**src/rtl/mem_req_arbiter.sv**
```systemverilog
// Arbitrates an instruction-fetch port and a load/store port onto one memory bus, one outstanding
// transaction. Define ARB_ROUND_ROBIN_EN to alternate contested grants instead of data priority.
module mem_req_arbiter #(
   parameter int unsigned AW = 32,
   parameter int unsigned DW = 32
) (
   input  logic          clk,
   input  logic          resetn,
   input  logic          inst_req,
   input  logic [AW-1:0] inst_addr,
   output logic [DW-1:0] inst_rdata,
   output logic          i_stall,
   input  logic          data_req,
   input  logic          data_wr,
   input  logic [3:0]    data_wen,
   input  logic [AW-1:0] data_addr,
   input  logic [DW-1:0] data_wdata,
   output logic [DW-1:0] data_rdata,
   output logic          d_stall,
   input  logic          longest_stall,
   output logic          mem_req,
   output logic          mem_wr,
   output logic [3:0]    mem_wen,
   output logic [AW-1:0] mem_addr,
   output logic [DW-1:0] mem_wdata,
   input  logic          mem_addr_ok,
   input  logic          mem_data_ok,
   input  logic [DW-1:0] mem_rdata
);

   typedef enum logic [1:0] {StIdle, StAddr, StWait} stateT;

   stateT         stateQ, stateD;
   logic          doneIQ, doneDQ;
   logic          grantDataQ;
   logic          memWrQ;
   logic [3:0]    memWenQ;
   logic [AW-1:0] memAddrQ;
   logic [DW-1:0] memWdataQ;
   logic [DW-1:0] instRdataQ, dataRdataQ;
   logic          pendI, pendD, pickData, latch, complete;

   assign pendI = inst_req & ~doneIQ;
   assign pendD = data_req & ~doneDQ;

`ifdef ARB_ROUND_ROBIN_EN
   logic lastDataQ;

   // Only contested grants move the pointer, so an uncontested grant never costs the other port.
   assign pickData = pendD & (~pendI | ~lastDataQ);

   always_ff @(posedge clk or negedge resetn) begin
      if (!resetn) begin
         lastDataQ <= 1'b0;
      end else if (latch && pendI && pendD) begin
         lastDataQ <= pickData;
      end
   end
`else
   assign pickData = pendD;
`endif

   always_comb begin
      stateD   = stateQ;
      latch    = 1'b0;
      complete = 1'b0;
      case (stateQ)
         StIdle: begin
            if (pendI || pendD) begin
               stateD = StAddr;
               latch  = 1'b1;
            end
         end
         StAddr: begin
            if (mem_addr_ok) begin
               if (mem_data_ok) begin
                  stateD   = StIdle;
                  complete = 1'b1;
               end else begin
                  stateD = StWait;
               end
            end
         end
         StWait: begin
            if (mem_data_ok) begin
               stateD   = StIdle;
               complete = 1'b1;
            end
         end
         default: stateD = StIdle;
      endcase
   end

   always_ff @(posedge clk or negedge resetn) begin
      if (!resetn) begin
         stateQ <= StIdle;
      end else begin
         stateQ <= stateD;
      end
   end

   // A pipeline advance clears both flags even if a completion lands on the same edge.
   always_ff @(posedge clk or negedge resetn) begin
      if (!resetn) begin
         doneIQ <= 1'b0;
         doneDQ <= 1'b0;
      end else if (!longest_stall) begin
         doneIQ <= 1'b0;
         doneDQ <= 1'b0;
      end else if (complete) begin
         if (grantDataQ) begin
            doneDQ <= 1'b1;
         end else begin
            doneIQ <= 1'b1;
         end
      end
   end

   always_ff @(posedge clk or negedge resetn) begin
      if (!resetn) begin
         grantDataQ <= 1'b0;
         memWrQ     <= 1'b0;
         memWenQ    <= 4'b0;
         memAddrQ   <= '0;
         memWdataQ  <= '0;
      end else if (latch) begin
         grantDataQ <= pickData;
         memWrQ     <= pickData & data_wr;
         memWenQ    <= pickData ? data_wen : 4'b0;
         memAddrQ   <= pickData ? data_addr : inst_addr;
         memWdataQ  <= pickData ? data_wdata : '0;
      end
   end

   always_ff @(posedge clk or negedge resetn) begin
      if (!resetn) begin
         instRdataQ <= '0;
         dataRdataQ <= '0;
      end else if (complete) begin
         if (grantDataQ) begin
            dataRdataQ <= mem_rdata;
         end else begin
            instRdataQ <= mem_rdata;
         end
      end
   end

   assign mem_req    = (stateQ == StAddr);
   assign mem_wr     = memWrQ;
   assign mem_wen    = memWenQ;
   assign mem_addr   = memAddrQ;
   assign mem_wdata  = memWdataQ;
   assign inst_rdata = instRdataQ;
   assign data_rdata = dataRdataQ;
   assign i_stall    = inst_req & ~doneIQ;
   assign d_stall    = data_req & ~doneDQ;

endmodule
```
**config.mk**
```make
export PLATFORM = sky130hd
export DESIGN_NAME = mem_req_arbiter
export DESIGN_NICKNAME = d
export VERILOG_FILES = /design/src/rtl/mem_req_arbiter.sv
export SDC_FILE = /design/constraint.sdc
export NUM_CORES = 1
export LEC_CHECK = 0
export CORE_MARGIN = 3
export CORE_UTILIZATION = 45
export DETAILED_ROUTE_END_ITERATION = 10
export DONT_BUFFER_PORTS = 1
export GPL_ROUTABILITY_DRIVEN = 0
export MAX_ROUTING_LAYER = met4
export SYNTH_ARGS = -nofsm -noshare
export SYNTH_HDL_FRONTEND = slang
export SYNTH_SLANG_ARGS = --single-unit
```
**constraint.sdc**
```tcl
create_clock -name clk -period 2.6 [get_ports clk]
set_clock_uncertainty 0.15 [all_clocks]
set_input_delay 0.52 -clock clk [delete_from_list [all_inputs] [get_ports clk]]
set_output_delay 0.52 -clock clk [all_outputs]
set_load 0.01 [all_outputs]
```
==> impl_metrics.toml <==
[synth]
yosysMostFrequentCell = "dfrtp_1"
ys.flop_type = "dfrtp_1"
synth-seq-cells = 138
synth_top_area_cell = "dfrtp_1"
synth_commonest_cells = "dfrtp_1, mux2_2, a22o_1, buf_4, buf_6"
synth_cell_type_count = 25
synth_warnings = 0
synth-edff-count = 0
ys_async_sr_fraction = 1.00
syn-mean-instance-area_um2 = 16.0
yosysTopAreaCellShare = 0.619
seq_area_frac_synth = 0.619
synth.top_cells.by_area = "dfrtp_1, mux2_2, a22o_1"
synth_cells = 349
synth_nets = 492
synth_area_um2 = 5580

[global_routing]
grtUsageTotal = 0.180
grt_pass1_wl_um = 18600
grt_max_degree = 139
antenna_found_initial = 1
overflow = 0
grt_pass1_vias = 3186

[power_and_ir_drop]
peakVddDrop_uv = 531
pwr-share-seq = 0.518
p_int_mw = 5.81
p_sw_mw = 2.96
power.share.clock = 0.257
p_comb_frac = 0.225
leakage_nw = 2.76
p_sw_frac = 0.337
p_per_area_nw_per_um2 = 1390

[floorplan]
die_area_um2 = 13800
die_x_um = 117
core_um2 = 12100
io_pins = 276
fp.dieH_um = 117
core.rowCount = 40
initial_utilization = 0.463

[min_path]
min_path_type = "in -> async"

[worst_setup_path]
cp_top_family = "buffers and inverters"
cp_slowest_stage_delay_ns = 0.38
cpMaxStageDelayCell = "dfrtp_1"
worst_setup_path_end_kind = "flip-flop"
worstPathMaxFanout = 23
required_ns = 2.74
crit_path_start_kind = "flip-flop"
critical_path_arrival_ns = 2.29
crit_type = "reg -> reg"
cp_cell_sequence = "inv_1 -> ha_1 -> a21oi_1 -> nor3_4 -> buf_4 -> mux2_2"
worst-path-buf-inv = 2

[sta]
final.period_utilization = 0.828
fmax_ghz = 0.464
relSlewSlack = 0.710
finalSetupTns_ns = 0
hold_viol_final = 138
tightest_slew_ns = 0.436
finalMaxSlewViolations = 0
setup_viol = 0
rsz0062_at_grt = "no"
holdWs_ns = -0.345
period_needed_ns = 2.15

[place]
io_buffer_count = 0
placed_cell_area_um2 = 5730
place_hpwl_um = 8560

[clocking]
clock-root-buffer = "clkbuf_16"
clkSinkCount = 138
path_clk_slew_ns = 0.06
cts_tree = "built"
htree_levels = 4
clk_latency_ns = 0.40
cts-buffers-inserted = 17
cts_buffer_depth = 2

[final_layout]
area_growth_syn_to_layout_pct = 12.7
final_area_um2 = 6290
final_core_util = 0.522
multi_input_area_um2 = 1960
fin_nets = 498
fillers = 1023
register_area_um2 = 3450
drive_gt1_frac = 0.452

[run_status]
status = "complete, but fails checks"
failed_checks = "negative hold slack"

[route]
viasPerCell = 5.65
dr.pass1.iters = 4
antenna_left = 0
via_count = 3030
route.detailed.drc = 0
totalWireLength_um = 12000
avgRoutedWirePerCell_um = 22.4
drtIter0Drc = 176

[run]
max-cap-violations = 0
## stage by stage
| step | instances | worst slack, ns | power, mW | hold slack (ns) |
|---|---|---|---|---|
| after floorplan | 349 | 0.585 | 6.01 | 0.0744 |
| after global placement | 504 | 0.489 | 6.51 | 0.0770 |
| after detailed placement | 504 | 0.435 | 6.60 | 0.0763 |
| after CTS | 535 | 0.421 | 8.89 | -0.368 |
| after global routing | 536 | 0.308 | 9.26 | -0.381 |
| final | 536 | 0.447 | 8.77 | -0.345 |
## worst paths after layout
path / slack, ns / startpoint / to / depth (start not counted)
max in group asynchronous: 2.37 / resetn / mem_addr[12] / 0
min in group clk: 0.08 / longest_stall / doneDQ / 1
setup reg to reg: 0.45 / stateQ[1] / inst_rdata[15] / 6
hold / removal: -0.34 / resetn / mem_addr[13] / 0
setup / recovery: 0.45 / stateQ[1] / inst_rdata[15] / 6
hold reg to reg: 0.33 / doneDQ / doneDQ / 1
## power groups by stage
| stage | registers (mW) | logic [mW] | clock network, mW |
|---|---|---|---|
| 2_1_floorplan | 4.26 | 1.75 | 0 |
| 3_3_place_gp | 4.59 | 1.92 | 0 |
| 4_1_cts | 4.57 | 2.01 | 2.31 |
| 5_1_grt | 4.66 | 2.18 | 2.43 |
| 3_5_place_dp | 4.59 | 2.01 | 0 |
| 6_report | 4.54 | 1.97 | 2.25 |
## worst reg2reg max path: stages (launching register included)
cell and delay (ns):
dfrtp_1 0.38, inv_1 0.10, ha_1 0.28, a21oi_1 0.20, nor3_4 0.20, buf_4 0.34, mux2_2 0.39
## cell families (layout without fill, tap and decap cells)
| family | Yosys count | after routing | share of synthesized area |
|---|---|---|---|
| AND/OR/NAND/NOR | 9 | 9 | 0.0114 |
| multiplexers | 129 | 129 | 0.260 |
| AO/OA/AOI/OAI | 45 | 45 | 0.0706 |
| adder cells (fa/ha/maj) | 3 | 3 | 0.00672 |
| buffers and inverters | 25 | 43 | 0.0327 |
| other | 0 | 1 | 0 |
| flip-flops | 138 | 138 | 0.619 |
## registers in the layout (all words and copies together) (netlist names)
register    count
data_rdata     32
inst_rdata     32
mem_addr       32
mem_wdata      32
mem_wen         4
stateQ          2
doneDQ          1
doneIQ          1
grantDataQ      1
mem_wr          1
## what timing repair did
item                      in CTS  in global routing
setup buffers                  0                  0
resized for setup              0                  0
hold endpoints to repair     138                138
## cells in the final DEF, fill, tap and decap left out, drive strengths merged, types with 2 or more instances in the layout
| cell | n |
|---|---|
| dfrtp | 138 |
| mux2 | 128 |
| a22o | 37 |
| clkbuf | 21 |
| buf | 8 |
| inv | 5 |
| clkinv | 5 |
| ha | 3 |
| clkinvlp | 3 |
| nand2b | 3 |
| o21a | 2 |
| nor2b | 2 |
## layer usage
metal  wire length, µm  vias up  share of wire  track usage
li1                  -     1281              -            -
met1              4200     1550           0.35        0.186
met2              6240      172           0.52        0.290
met3              1230       27           0.10       0.0844
met4               350        0          0.029       0.0902
met5                 0        -              0            -
## cell type report
class | count | area share
flip-flops and latches | 138 | 0.549
multi-input cells | 186 | 0.312
clock buffers | 21 | 0.0748
well taps | 168 | 0.0334
clock inverters | 10 | 0.0149
repair buffers | 8 | 0.0135
inverters | 4 | 0.00239
diodes | 1 | 0.000398
No activity file was read; power rests on OpenSTA's default activity.
